## src/rtl/conv2d_job_sequencer.sv

```systemverilog
// Sequences one conv2D_int16 job: filter load, feature stream, then result drain and idle gap.
// Define CONV_SEQ_TIMEOUT_EN to add the drain watchdog (err_code 11).
module conv2d_job_sequencer #(
    parameter int unsigned FILT_WORDS  = 9,
    parameter int unsigned IDLE_GAP    = 2,
    parameter int unsigned TIMEOUT_CYC = 4096
) (
    input  logic        AXIS_ACLK,
    input  logic        AXIS_ARESET,
    input  logic        start,
    input  logic [31:0] cfg_len,
    output logic        busy,
    output logic        done,
    output logic        err,
    output logic [1:0]  err_code,
    output logic [31:0] res_count,
    input  logic [15:0] F_AXIS_TDATA,
    input  logic        F_AXIS_TVALID,
    input  logic        F_AXIS_TLAST,
    output logic        F_AXIS_TREADY,
    input  logic [15:0] D_AXIS_TDATA,
    input  logic        D_AXIS_TVALID,
    input  logic        D_AXIS_TLAST,
    output logic        D_AXIS_TREADY,
    output logic [15:0] C_AXIS_TDATA,
    output logic [1:0]  C_AXIS_TKEEP,
    output logic        C_AXIS_TVALID,
    output logic        C_AXIS_TLAST,
    input  logic        C_AXIS_TREADY,
    input  logic        R_AXIS_TVALID,
    input  logic        R_AXIS_TREADY,
    input  logic        R_AXIS_TLAST
);

    localparam logic [31:0] FiltLast = 32'(FILT_WORDS - 1);
    localparam logic [31:0] GapLast  = 32'(IDLE_GAP - 1);
    localparam logic [1:0]  ErrLen   = 2'b01;
    localparam logic [1:0]  ErrLast  = 2'b10;

    typedef enum logic [2:0] {StIdle, StLoadF, StStream, StDrain, StGap} state_e;

    state_e      state_q, state_d;
    logic [31:0] beat_q, beat_d;
    logic [31:0] lat_len_q, lat_len_d;
    logic [31:0] exp_res_q, exp_res_d;
    logic [31:0] res_count_q, res_count_d;
    logic        err_q, err_d;
    logic [1:0]  err_code_q, err_code_d;
    logic        len_ok;
    logic        c_beat;
    logic        r_beat;
    logic        wdog_hit;

    assign len_ok = (cfg_len % 32'd3 == 32'd0) && (cfg_len >= 32'd9);
    assign r_beat = R_AXIS_TVALID && R_AXIS_TREADY;

`ifdef CONV_SEQ_TIMEOUT_EN
    localparam logic [31:0] WdogLast   = 32'(TIMEOUT_CYC - 1);
    localparam logic [1:0]  ErrTimeout = 2'b11;

    logic [31:0] wdog_q, wdog_d;

    // Counts consecutive DRAIN cycles without a result beat.
    always_comb begin
        wdog_d = '0;
        if (state_q == StDrain && !r_beat) begin
            wdog_d = wdog_q + 32'd1;
        end
    end

    assign wdog_hit = (state_q == StDrain) && !r_beat && (wdog_q == WdogLast);

    always_ff @(posedge AXIS_ACLK) begin
        if (AXIS_ARESET) begin
            wdog_q <= '0;
        end else begin
            wdog_q <= wdog_d;
        end
    end
`else
    logic unused_timeout;
    assign unused_timeout = ^TIMEOUT_CYC;
    assign wdog_hit       = 1'b0;
`endif

    always_comb begin
        state_d       = state_q;
        beat_d        = beat_q;
        lat_len_d     = lat_len_q;
        exp_res_d     = exp_res_q;
        res_count_d   = res_count_q;
        err_d         = err_q;
        err_code_d    = err_code_q;
        C_AXIS_TDATA  = '0;
        C_AXIS_TVALID = 1'b0;
        C_AXIS_TLAST  = 1'b0;
        F_AXIS_TREADY = 1'b0;
        D_AXIS_TREADY = 1'b0;
        done          = 1'b0;
        c_beat        = 1'b0;

        if ((state_q == StStream || state_q == StDrain) && r_beat) begin
            res_count_d = res_count_q + 32'd1;
        end

        unique case (state_q)
            StIdle: begin
                if (start) begin
                    if (len_ok) begin
                        state_d     = StLoadF;
                        beat_d      = '0;
                        lat_len_d   = cfg_len;
                        exp_res_d   = cfg_len / 32'd3 - 32'd2;
                        res_count_d = '0;
                        err_d       = 1'b0;
                        err_code_d  = 2'b00;
                    end else begin
                        err_d      = 1'b1;
                        err_code_d = ErrLen;
                    end
                end
            end
            StLoadF: begin
                C_AXIS_TDATA  = F_AXIS_TDATA;
                C_AXIS_TVALID = F_AXIS_TVALID;
                F_AXIS_TREADY = C_AXIS_TREADY;
                C_AXIS_TLAST  = (beat_q == FiltLast);
                c_beat        = F_AXIS_TVALID && C_AXIS_TREADY;
                if (c_beat) begin
                    if (F_AXIS_TLAST != C_AXIS_TLAST) begin
                        err_d      = 1'b1;
                        err_code_d = ErrLast;
                    end
                    if (C_AXIS_TLAST) begin
                        state_d = StStream;
                        beat_d  = '0;
                    end else begin
                        beat_d = beat_q + 32'd1;
                    end
                end
            end
            StStream: begin
                C_AXIS_TDATA  = D_AXIS_TDATA;
                C_AXIS_TVALID = D_AXIS_TVALID;
                D_AXIS_TREADY = C_AXIS_TREADY;
                C_AXIS_TLAST  = (beat_q == lat_len_q - 32'd1);
                c_beat        = D_AXIS_TVALID && C_AXIS_TREADY;
                if (c_beat) begin
                    if (D_AXIS_TLAST != C_AXIS_TLAST) begin
                        err_d      = 1'b1;
                        err_code_d = ErrLast;
                    end
                    if (C_AXIS_TLAST) begin
                        state_d = StDrain;
                        beat_d  = '0;
                    end else begin
                        beat_d = beat_q + 32'd1;
                    end
                end
            end
            StDrain: begin
                if (r_beat && R_AXIS_TLAST) begin
                    done    = 1'b1;
                    state_d = StGap;
                    beat_d  = '0;
                    // res_count_d already includes this final beat.
                    if (res_count_d != exp_res_q) begin
                        err_d      = 1'b1;
                        err_code_d = ErrLast;
                    end
                end
`ifdef CONV_SEQ_TIMEOUT_EN
                else if (wdog_hit) begin
                    err_d      = 1'b1;
                    err_code_d = ErrTimeout;
                    state_d    = StGap;
                    beat_d     = '0;
                end
`endif
            end
            StGap: begin
                if (beat_q == GapLast) begin
                    state_d = StIdle;
                    beat_d  = '0;
                end else begin
                    beat_d = beat_q + 32'd1;
                end
            end
            default: state_d = StIdle;
        endcase
    end

    always_ff @(posedge AXIS_ACLK) begin
        if (AXIS_ARESET) begin
            state_q     <= StIdle;
            beat_q      <= '0;
            lat_len_q   <= '0;
            exp_res_q   <= '0;
            res_count_q <= '0;
            err_q       <= 1'b0;
            err_code_q  <= 2'b00;
        end else begin
            state_q     <= state_d;
            beat_q      <= beat_d;
            lat_len_q   <= lat_len_d;
            exp_res_q   <= exp_res_d;
            res_count_q <= res_count_d;
            err_q       <= err_d;
            err_code_q  <= err_code_d;
        end
    end

    assign busy         = (state_q != StIdle);
    assign err          = err_q;
    assign err_code     = err_code_q;
    assign res_count    = res_count_q;
    assign C_AXIS_TKEEP = 2'b11;

endmodule

```

## config.mk

```make
export PLATFORM = sky130hd
export DESIGN_NAME = conv2d_job_sequencer
export DESIGN_NICKNAME = d
export VERILOG_FILES = /design/src/rtl/conv2d_job_sequencer.sv
export SDC_FILE = /design/constraint.sdc
export NUM_CORES = 1
export LEC_CHECK = 0
export ABC_AREA = 1
export BUFFER_PORTS_ARGS = -buffer_cell sky130_fd_sc_hd__buf_2
export CAP_MARGIN = 20
export CORE_MARGIN = 5
export CORE_UTILIZATION = 54
export DETAILED_ROUTE_END_ITERATION = 8
export GPL_TIMING_DRIVEN = 0
export MAX_ROUTING_LAYER = met4
export PLACE_DENSITY = 0.75
export SLEW_MARGIN = 20
export SYNTH_ARGS = -nofsm -noshare
export SYNTH_HDL_FRONTEND = slang
export SYNTH_SLANG_ARGS = --single-unit
```

## constraint.sdc

```tcl
create_clock -name AXIS_ACLK -period 11.5 [get_ports AXIS_ACLK]
set_clock_uncertainty 0.1 [all_clocks]
set_input_delay 1.15 -clock AXIS_ACLK [delete_from_list [all_inputs] [get_ports AXIS_ACLK]]
set_output_delay 1.15 -clock AXIS_ACLK [all_outputs]
set_load 0.02 [all_outputs]
```

### Yosys cells after proc, flatten, opt, wreduce, memory -nomap -nowiden

Cells that the tools add are included.

* bits of input ports: 75
* flip-flop bits (word level): 134
* output and inout bits: 59

* mux-type cells: 47
* div/mod/pow operators: 2
* reductions and logical operators: 16
* equality and inequality tests: 21
* add/subtract/negate cells: 4
* magnitude comparators: 1

Operators with widths (count)
* 2-to-1 mux 32 bit: 12
* case mux 32 bit (5 select lines): 1
* adder 32 x 1 -> 32 bit, second input constant: 2
* divider 32 x 2 -> 32 bit, second input constant: 1
* equality test 32 x 1 -> 1 bit, second input constant: 1
* equality test 32 bit: 1
* equality test 32 x 4 -> 1 bit, second input constant: 1
* >= comparator 32 x 4 -> 1 bit, second input constant: 1
* logical NOT 32 bit: 1
* remainder unit 32 x 2 -> 32 bit, second input constant: 1
* inequality test 32 bit: 1
* case mux 16 bit (2 select lines): 1
* subtractor 32 x 1 -> 32 bit, second input constant: 1
* subtractor 32 x 2 -> 32 bit, second input constant: 1
* 2-to-1 mux 3 bit: 8
* AND reduction 8 bit: 2
* case mux 3 bit (5 select lines): 1
* 2-to-1 mux 2 bit: 7
* 2-to-1 mux 1 bit: 13
* inequality test 2 bit, second input constant: 6
* inequality test 2 x 1 -> 1 bit, second input constant: 5
* case mux 2 bit (4 select lines): 1
* equality test 3 x 2 -> 1 bit, second input constant: 2
* logical AND 1 bit: 6
* other kinds (12): 14

### Longest topological paths before layout

Gate-level depths: netlist of the first run.

* depth in word-level cells: 8
* mapped depth: 94
* gate-level depth less buffers: 93

### Worst setup path before layout of the first run

Ideal clock, no wire load.

* kind: input-to-reg
* start: input cfg_len[31]
* end: register exp_res_q[27]
* library setup time: 0.117 ns
* slack: 1.712 ns
* stages: 89
* required time: 11.283 ns
* arrival time: 9.571 ns
* path through: inv_1 -> nand2_1 -> nand3_1 -> nand3_2 -> nand2_2 -> nand2_2 -> nand3_2 -> nand2_1 -> nand2_1 -> nand3_2 -> nand2_2 -> nand2_1 -> nand2_1 -> o21ai_1 -> nand2_1 -> inv_1 -> o21ai_1 -> nand3_1 -> [... 53 more ...] -> nand3_1 -> nand2_1 -> inv_1 -> ha_1 -> a21oi_4 -> nand2_4 -> inv_1 -> ha_1 -> inv_1 -> nor2_1 -> inv_1 -> nor3_1 -> nand3_1 -> nor3_1 -> nand3_1 -> xor2_1 -> o21ai_1 -> a21oi_1

* word-level cells in the longest chain between the ends: 4
* elaborated cells on any way between the ends: 7
* classes of those cells: 1 x add/sub; 2 x div; 1 x order compare; 3 x reduce/logical

Ends and longest elaborated chain
* start: declaration: RTL line 11 `input logic [31:0] cfg_len,`
* branches (longest 4 deep; another with divider 32 x 2 -> 32 bit)
* end signal: assignment: RTL line 206 `exp_res_q <= exp_res_d;`
* end: declaration: RTL line 45 `logic [31:0] exp_res_q, exp_res_d;`

Several ways; the timed one is not identified.
A chain may end at the register's enable or synchronous reset.

### Worst setup path in the final report of the first run

* start: input cfg_len[30]
* end: register exp_res_q[29]

The elaborated chain is that of the path after synthesis.

==> results of run 1 <==
==> sequential cells by signal, indices dropped and copies added, names as in the netlist <==
signal     flops
beat_q        32
err            1
err_code       2
exp_res_q     32
lat_len_q     32
res_count     32
state_q        3
==> metal layers <==
metal  global-route usage (%)  vias up  wire length [µm]
li1                         -     5486                 -
met1                     35.9     4852             13200
met2                     43.0      433             13600
met3                     5.46       56              2540
met4                     7.06        0               677
met5                        -        -                 0
==> worst min-delay path, cell delays in order, from the launching register on <==
cell     delay [ns]
dfxtp_1        0.30
inv_1          0.07
a21oi_1        0.06
==> metrics by stage <==
step / setup slack (ns) / utilization [%] / total power, mW / hold slack, ns
after CTS: 0.334 / 62.9 / 2.46 / 0.374
after floorplan: 1.71 / - / 1.60 / 0.345
after global placement: 0.193 / 59.6 / 1.88 / 0.349
after detailed placement: -0.0736 / 59.6 / 1.91 / 0.364
after global routing: -0.181 / 64.8 / 2.73 / 0.401
final: 0.703 / 64.8 / 2.54 / 0.377
==> logic make-up (layout without fill, tap and decap cells) <==
| group | after synthesis | count (layout) | synth area share [%] |
|---|---|---|---|
| AOI/OAI and AO/OA | 281 | 281 | 16.4 |
| DFF | 134 | 134 | 26.6 |
| and+or+nand+nor | 731 | 732 | 33.7 |
| buffers and inverters | 278 | 449 | 11.0 |
| other | 1 | 2 | 0.0372 |
| adders and majority gates | 8 | 8 | 0.993 |
| xor gates and xnor gates | 130 | 130 | 11.3 |
==> what timing repair did <==
action	CTS	global route
resized for setup	0	76
setup endpoints to repair	0	132
setup buffers	0	8
hold buffers	0	0
==> final cells by class <==
| cell class | instances | area [µm²] |
|---|---|---|
| tap | 234 | 293 |
| fill | 1710 | 6510 |
| clock inverter | 15 | 184 |
| timing repair buffer | 139 | 716 |
| inverter | 224 | 843 |
| buffer | 54 | 288 |
| sequential | 134 | 2680 |
| multi-input combinational | 1153 | 6570 |
| clock buffer | 17 | 425 |
==> worst max path at each step <==
stage	to	slack [ns]	cells past startpoint
after CTS	exp_res_q[31]$_SDFFE_PP0P_	0.33	90
after floorplan	exp_res_q[27]$_SDFFE_PP0P_	1.71	89
final	exp_res_q[29]$_SDFFE_PP0P_	0.70	86
after detailed placement	exp_res_q[31]$_SDFFE_PP0P_	-0.07	90
after global routing	beat_q[21]$_SDFFE_PP0P_	-0.18	90
after global placement	exp_res_q[31]$_SDFFE_PP0P_	0.19	90
==> cell usage in the layout (no fill, tap or decap), types with 33 or more instances in the layout <==
master,synthesis,final
o21ai_1,83,73
inv_1,217,216
nand3_1,76,62
dfxtp_1,134,134
buf_2,8,138
nor3_1,46,43
nor2_1,172,171
xor2_1,106,106
nand2_1,283,257
nand4_1,65,65
nand2_2,22,43
nand3_2,21,33
a21oi_1,93,92
==> power groups by stage <==
| stage | logic (mW) | registers [mW] | clock network, mW |
|---|---|---|---|
| after global routing | 1.53 | 0.625 | 0.583 |
| after global placement | 1.26 | 0.624 | 0 |
| after CTS | 1.29 | 0.615 | 0.559 |
| final | 1.36 | 0.616 | 0.558 |
| after floorplan | 1.00 | 0.602 | 0 |
| after detailed placement | 1.28 | 0.625 | 0 |
==> impl_metrics.json, run 1 <==
{
  "path_clk_slew_ns": 0.07,
  "yosysTopAreaCellShare_pct": 26.6,
  "crit_required_ns": 11.72,
  "core_area_mm2": 0.0185,
  "cts.sinks": 134,
  "routabilityCongestion": 0.944,
  "crit_buf_inv": 7,
  "placed_cell_area_mm2": 0.0110,
  "ys_types": 48,
  "initial_core_util_pct": 54.5,
  "p_leak_nw": 5.59,
  "yosysMostFrequentCell": "nand2_1",
  "min_path_cells": 2,
  "fin_area_mm2": 0.0120,
  "syn2layout_area_growth_pct": 19.0,
  "antenna_found_initial": 0,
  "hpwl_um": 23900,
  "top_level_ports": 134,
  "cts_made_buffers": 17,
  "drt_wl_total_um": 30000,
  "ys_top_cells_by_area": "dfxtp_1 27%, nand2_1 11%, xor2_1 9.2%, inv_1 8.1%, nor2_1 6.4%",
  "fin_crit_sh_pct": 93.9,
  "layout.nets": 1806,
  "path_class": "in -> reg",
  "grt_start_max_net_pins": 17,
  "antenna_left": 0,
  "synth_ff_type": "dfxtp_1",
  "power.density_mw_per_mm2": 211,
  "clkLatencyLatePin_ns": 0.43,
  "r2r_cells": 28,
  "die_area_mm2": 0.0215,
  "placed_cells": 1929,
  "htreeDepth": 4,
  "via_per_inst": 5.50,
  "synth_cells": 1563,
  "tightest_slew_ns": 1.13,
  "cp_max_fo": 10,
  "clockRootBuffer": "clkbuf_16",
  "yosysWarnings": 0,
  "power_switching_mw": 1.21,
  "power.internal_mw": 1.32,
  "pwr-share-clk_pct": 22.0,
  "wl_per_cell_um": 15.2,
  "whs_endpoint": "exp_res_q[29]$_SDFFE_PP0P_",
  "start_kind": "primary input",
  "synth_edf_count": 0,
  "swShare_pct": 47.8,
  "crit_path_start": "cfg_len[30]",
  "p_seq_share_pct": 24.3,
  "hold_class": "reg -> reg",
  "netlist_area_mm2": 0.0101,
  "clock.fmax_ghz": 0.0926,
  "diodes": 0,
  "hold_start": "exp_res_q[29]$_SDFFE_PP0P_",
  "reg2reg_to": "exp_res_q[29]$_SDFFE_PP0P_",
  "tns_ns": 0,
  "hold_violations": 0,
  "status": "finished clean",
  "fp.dieW_um": 147,
  "cp.arrival_ns": 11.01,
  "endpoint_kind": "flop",
  "syn-mean-instance-area_um2": 6.45,
  "max-vdd-ir-drop_mv": 0.137,
  "critPathSlowestCell": "or2_2",
  "ys_async_sr_fraction_pct": 0,
  "min_period_ns": 10.80,
  "yosys-top-cells-count": "283 x nand2_1, 217 x inv_1, 172 x nor2_1, 134 x dfxtp_1, 106 x xor2_1",
  "max_stage_delay_ns": 0.29,
  "r2r_slack_ns": 5.98,
  "cp_top_family": "simple AND/OR/NAND/NOR gates",
  "crit-reg2reg-launch": "lat_len_q[0]$_SDFFE_PP0P_",
  "layout-drive-gt1-share_pct": 19.1,
  "combPwrFrac_pct": 53.7,
  "slew_viol_final": 0,
  "rows": 50,
  "die_y_um": 147,
  "max_slew_margin_pct": 24.7,
  "first_iter_violations": 762,
  "final-setup-viol-count": 0,
  "vias": 10800,
  "cts_tree": "yes",
  "yosysTopAreaCell": "dfxtp_1",
  "grtUsageTotal_pct": 27.3,
  "ys_ff_latch": 134,
  "cpMostUsedCell": "nand2_1",
  "maxCapViolCount": 0,
  "drc": 0,
  "numPortBuffers": 131,
  "final_cells": 1970,
  "grt_pass1_wl_um": 47300,
  "ys_seq_area_share_pct": 26.6,
  "globalRoute.totalOverflow": 0,
  "dr.pass1.iters": 5,
  "grt_pass1_vias": 9647,
  "cts_buffer_depth": 2
}
No activity file was read; power rests on OpenSTA's default activity.
==> run 2: changes to the inputs <==
==> constraint.sdc (replaced) <==
create_clock -name AXIS_ACLK -period 11.5 [get_ports AXIS_ACLK]
set_clock_uncertainty 0.1 [all_clocks]
set_input_delay 0.575 -clock AXIS_ACLK [delete_from_list [all_inputs] [get_ports AXIS_ACLK]]
set_output_delay 0.575 -clock AXIS_ACLK [all_outputs]
set_load 0.02 [all_outputs]
==> run 2 against run 1 <==
Effect of this change:
- flip-flop and latch count did not move
- final cell count fell by 0.36%
- cell area fell by 2.3%
- count of clock-buffer cells in the layout did not move
- core utilization fell by 1.5 points
- sequential share of layout area rose by 0.53 points
- register-to-register slack barely moved
- fmax rose by 5.3%
- power fell by 1.9%
- global-route usage did not move
- highest routed layer unchanged
==> impl_metrics.json, run 2 (same netlist as run 1, synthesis figures left out) <==
{
  "crit_required_ns": 11.77,
  "dr.pass1.iters": 6,
  "final_cell_mix": "279 x nand2_1, 216 x inv_1, 172 x nor2_1",
  "tns_ns": 0,
  "grt_pass1_vias": 9647,
  "grtUsageMet2_pct": 43.0,
  "syn2layout_area_growth_pct": 16.3,
  "final-setup-viol-count": 0,
  "fin_crit_sh_pct": 89.2,
  "wl_per_cell_um": 15.0,
  "clockRootBuffer": "clkbuf_16",
  "rsz0062_at_grt": "false",
  "diodes": 0,
  "cp.arrival_ns": 10.52,
  "maxCapViolCount": 0,
  "cts_buffer_depth": 2,
  "max_stage_delay_ns": 0.29,
  "hold_class": "reg -> reg",
  "cp_max_fo": 10,
  "tightest_slew_ns": 0.953,
  "start_kind": "primary input",
  "drt_wl_total_um": 29400,
  "p_leak_nw": 5.51,
  "rows": 50,
  "vias": 10600,
  "cts.sinks": 134,
  "die_area_mm2": 0.0215,
  "first_iter_violations": 773,
  "grt_util_met3_pct": 5.46,
  "clock.fmax_ghz": 0.0975,
  "critPathSlowestCell": "or2_2",
  "htreeDepth": 4,
  "min_path_cells": 2,
  "r2r_cells": 28,
  "holdWs_ns": 0.378,
  "via_per_inst": 5.41,
  "power.density_mw_per_mm2": 212,
  "antenna_left": 0,
  "routabilityCongestion": 0.944,
  "grt_pass1_wl_um": 47300,
  "cts_made_buffers": 17,
  "layout-drive-gt1-share_pct": 16.0,
  "power_switching_mw": 1.18,
  "status": "finished clean",
  "p_seq_share_pct": 24.8,
  "cpMostUsedCell": "nand2_1",
  "path_class": "in -> reg",
  "power.internal_mw": 1.30,
  "top_level_ports": 134,
  "grtUsageTotal_pct": 27.3,
  "setup_ws_ns": 1.25,
  "globalRoute.totalOverflow": 0,
  "initial_core_util_pct": 54.5,
  "swShare_pct": 47.6,
  "grt_start_max_net_pins": 17,
  "hold_buffers": 0,
  "pwr-share-clk_pct": 22.4,
  "min_period_ns": 10.25,
  "max-vdd-ir-drop_mv": 0.138,
  "max_slew_margin_pct": 36.5,
  "die_y_um": 147,
  "path_clk_slew_ns": 0.07,
  "cts_tree": "yes",
  "combPwrFrac_pct": 52.8,
  "fp.dieW_um": 147,
  "preCtsSetupSlack_ns": 0.501,
  "met1_usage_pct": 35.9,
  "hpwl_um": 23900,
  "endpoint_kind": "flop",
  "slew_viol_final": 0,
  "layout_commonest_cell": "nand2_1",
  "layout.nets": 1799,
  "grt.busiest_layer": "met2",
  "core_area_mm2": 0.0185,
  "numPortBuffers": 131,
  "clkLatencyLatePin_ns": 0.43,
  "hold_violations": 0,
  "antenna_found_initial": 0,
  "drc": 0
}
run 2: cell count changes in the layout (fill, tap and decap cells not counted), sizes merged:
| cell | change |
|---|---|
| buf | -6 |
| nand3 | -1 |
run 2: path summary, 6_finish.rpt:
check / end / slack, ns / from
worst max-delay path: beat_q[21]$_SDFFE_PP0P_ / 1.25 / cfg_len[31]
worst min-delay path: exp_res_q[29]$_SDFFE_PP0P_ / 0.38 / exp_res_q[29]$_SDFFE_PP0P_
worst max register to register: lat_len_q[29]$_SDFFE_PP0P_ / 5.97 / lat_len_q[0]$_SDFFE_PP0P_
worst min register to register: exp_res_q[29]$_SDFFE_PP0P_ / 0.38 / exp_res_q[29]$_SDFFE_PP0P_
run 2: timing repair:
| action | in CTS | in global routing |
|---|---|---|
| hold endpoints to repair | 0 | 0 |
| gates resized for setup | 0 | 15 |
| endpoints found under the setup margin | 0 | 126 |
| buffers inserted | 0 | 2 |
run 2: through the flow:
stage	instances	utilization, %	instance area [µm²]	total power [mW]
2_1_floorplan	1564	-	10100	1.60
3_5_place_dp	1929	59.6	11000	1.91
3_3_place_gp	1929	59.6	11000	1.88
4_1_cts	1961	62.9	11600	2.46
5_1_grt	1963	63.3	11700	2.69
6_report	1963	63.3	11700	2.49
run 2: layer usage:
layer / part of all wire (%) / wire length, µm
met5: 0 / 0
met4: 2.1 / 628
met3: 8.1 / 2390
met2: 45 / 13200
met1: 45 / 13100
run 2: critical path, delay by kind of cell:
kind | cells | cell delay, ns
and+or+nand+nor | 71 | 7.45
AOI/OAI and AO/OA | 11 | 1.23
adders and majority gates | 2 | 0.44
buffers and inverters | 9 | 0.77
run 2: power by group through the flow:
stage	Sequential (mW)	Combinational, mW	Clock [mW]
floorplan	0.602	1.00	0
global route	0.625	1.48	0.583
finish	0.616	1.32	0.557
CTS	0.615	1.29	0.559
detailed placement	0.625	1.28	0
global placement	0.624	1.26	0
run 2: layout make-up:
type / count / area, µm²
sequential: 134 / 2680
multi-input combinational: 1152 / 6350
clock inverter: 15 / 184
buffer: 54 / 275
timing repair buffer: 133 / 671
inverter: 224 / 841
clock buffer: 17 / 425
tap: 234 / 293
fill: 1741 / 6790
==> run 3: changes to the inputs <==
--- a/config.mk
+++ b/config.mk
@@ -12,7 +12,6 @@
 export CORE_UTILIZATION = 54
 export DETAILED_ROUTE_END_ITERATION = 8
 export GPL_TIMING_DRIVEN = 0
-export MAX_ROUTING_LAYER = met4
 export PLACE_DENSITY = 0.75
 export SLEW_MARGIN = 20
 export SYNTH_ARGS = -nofsm -noshare
==> run 3 against run 2 <==
Effect of this change:
- final cell count fell by 0.10%
- hold slack lost 0.0033 ns
- fmax is 1.5% lower
- clock power shrank 1%
- setup slack lost 0.16 ns
- register-to-register slack worse by 0.02 ns
- non-clock buffer count fell by 2
- routed wire length increased by 0.69%
- core utilization shrank 0.18 points
- combinational power about the same
- critical path type unchanged
- sequential power barely moved
- power decreased by 0.24%
==> impl_metrics.json, run 3 (same netlist as run 1, synthesis figures left out) <==
{
  "status": "finished clean",
  "power.internal_mw": 1.31,
  "cts_made_buffers": 17,
  "cts_tree": "yes",
  "final-setup-viol-count": 0,
  "power_switching_mw": 1.17,
  "numPortBuffers": 131,
  "top_level_ports": 134,
  "p_leak_nw": 5.50,
  "clock.fmax_ghz": 0.0960,
  "cp_top_family": "simple AND/OR/NAND/NOR gates",
  "dr.pass1.iters": 5,
  "drc": 0,
  "grtUsageTotal_pct": 26.6,
  "holdWs_ns": 0.374,
  "swShare_pct": 47.1,
  "layout-drive-gt1-share_pct": 15.9,
  "cts_buffer_depth": 2,
  "critPathSlowestCell": "or2_2",
  "wl_per_cell_um": 15.1,
  "cts.sinks": 134,
  "highest_layer": "met4",
  "cp_max_fo": 10,
  "hold_class": "reg -> reg",
  "crit_path_start": "cfg_len[30]",
  "path_clk_slew_ns": 0.06,
  "die_area_mm2": 0.0215,
  "grt_pass1_wl_um": 47400,
  "hold_violations": 0,
  "power.density_mw_per_mm2": 212,
  "placed_cells": 1929,
  "routabilityCongestion": 0.924,
  "fp.dieW_um": 147,
  "rows": 50,
  "crit_required_ns": 11.76,
  "setup_ws_ns": 1.09,
  "clkLatencyLatePin_ns": 0.43,
  "maxCapViolCount": 0,
  "antenna_left": 0,
  "tns_ns": 0,
  "cpMostUsedCell": "nand2_1",
  "drt_wl_total_um": 29600,
  "fillers": 1768,
  "vias": 10800,
  "initial_core_util_pct": 54.5,
  "cts_setup_buffers": 0,
  "crit-reg2reg-launch": "lat_len_q[0]$_SDFFE_PP0P_",
  "seq_area_mm2": 0.00268,
  "p_seq_share_pct": 24.8,
  "globalRoute.totalOverflow": 0,
  "preCtsSetupSlack_ns": 0.533,
  "ctsResizeCount": 0,
  "syn2layout_area_growth_pct": 15.9,
  "grt_start_max_net_pins": 17,
  "max_stage_delay_ns": 0.29,
  "diodes": 0,
  "max-vdd-ir-drop_mv": 0.137,
  "tightest_slew_ns": 0.969,
  "endpoint_kind": "flop",
  "hold_start": "exp_res_q[15]$_SDFFE_PP0P_",
  "final_cells": 1961,
  "core_area_mm2": 0.0185,
  "fin_crit_sh_pct": 90.5,
  "layout.nets": 1797,
  "first_iter_violations": 815,
  "hpwl_um": 23800,
  "die_y_um": 147,
  "wl_met2_um": 13200,
  "combPwrFrac_pct": 53.0,
  "antenna_found_initial": 0,
  "wl_met1_um": 13200,
  "crit_buf_inv": 11,
  "htreeDepth": 4,
  "met3WireLength_um": 2430,
  "final_cell_mix": "278 x nand2_1, 216 x inv_1, 172 x nor2_1",
  "start_kind": "primary input",
  "slew_viol_final": 0,
  "final_util_pct": 63.1,
  "path_class": "in -> reg",
  "via_per_inst": 5.50,
  "layout_commonest_cell": "nand2_1",
  "clockRootBuffer": "clkbuf_16",
  "pwr-share-clk_pct": 22.1,
  "hold_buffers": 0,
  "cp.arrival_ns": 10.67,
  "multi_input_area_mm2": 0.00636,
  "max_slew_margin_pct": 35.4,
  "grt_pass1_vias": 9640,
  "min_period_ns": 10.41
}
-- run 3: cell count changes in the layout (fill, tap and decap cells not counted), sizes merged --
cell,previous run,this run
clkinvlp,1,2
inv,232,230
buf,153,152
clkbuf,51,50
bufinv,1,2
-- run 3: final cells by class --
class	count	area share [%]
timing repair buffer	131	5.61
buffer	54	2.33
tap	234	2.50
multi-input combinational	1152	54.4
clock buffer	17	3.64
clock inverter	15	1.40
sequential	134	22.9
inverter	224	7.19
-- run 3: worst reg2reg max path, delay by kind of cell, from the launching register on --
kind | cells | cell delay [ns]
AND/OR/NAND/NOR | 14 | 2.88
buffers and inverters | 8 | 1.05
AO/OA/AOI/OAI | 5 | 0.71
flip-flops | 1 | 0.33
adder cells (fa/ha/maj) | 1 | 0.19
XOR/XNOR | 1 | 0.19
-- run 3: path summary, 6_finish.rpt --
kind                            depth (start not counted)                    endpoint  slack, ns
worst min register to register                          2  exp_res_q[15]$_SDFFE_PP0P_       0.37
worst max register to register                         29  exp_res_q[22]$_SDFFE_PP0P_       5.95
worst min-delay path                                    2  exp_res_q[15]$_SDFFE_PP0P_       0.37
worst max-delay path                                   92     beat_q[26]$_SDFFE_PP0P_       1.09
-- run 3: power by group through the flow --
stage / logic [mW] / registers, mW / clock network, mW
detailed placement: 1.28 / 0.625 / 0
finish: 1.32 / 0.616 / 0.550
global route: 1.47 / 0.626 / 0.577
floorplan: 1.00 / 0.602 / 0
CTS: 1.29 / 0.615 / 0.549
global placement: 1.26 / 0.623 / 0
-- run 3: per-stage QoR --
stage / cell area [µm²] / power [mW]
after detailed placement: 11000 / 1.90
final: 11700 / 2.48
after floorplan: 10100 / 1.60
after global routing: 11700 / 2.67
after global placement: 11000 / 1.88
after CTS: 11600 / 2.46
-- run 3: layer usage --
| layer | GRT usage (%) | vias up |
|---|---|---|
| met5 | 0 | - |
| met4 | 7.95 | 0 |
| met3 | 5.65 | 45 |
| met2 | 42.9 | 411 |
| met1 | 35.7 | 4847 |
| li1 | - | 5479 |
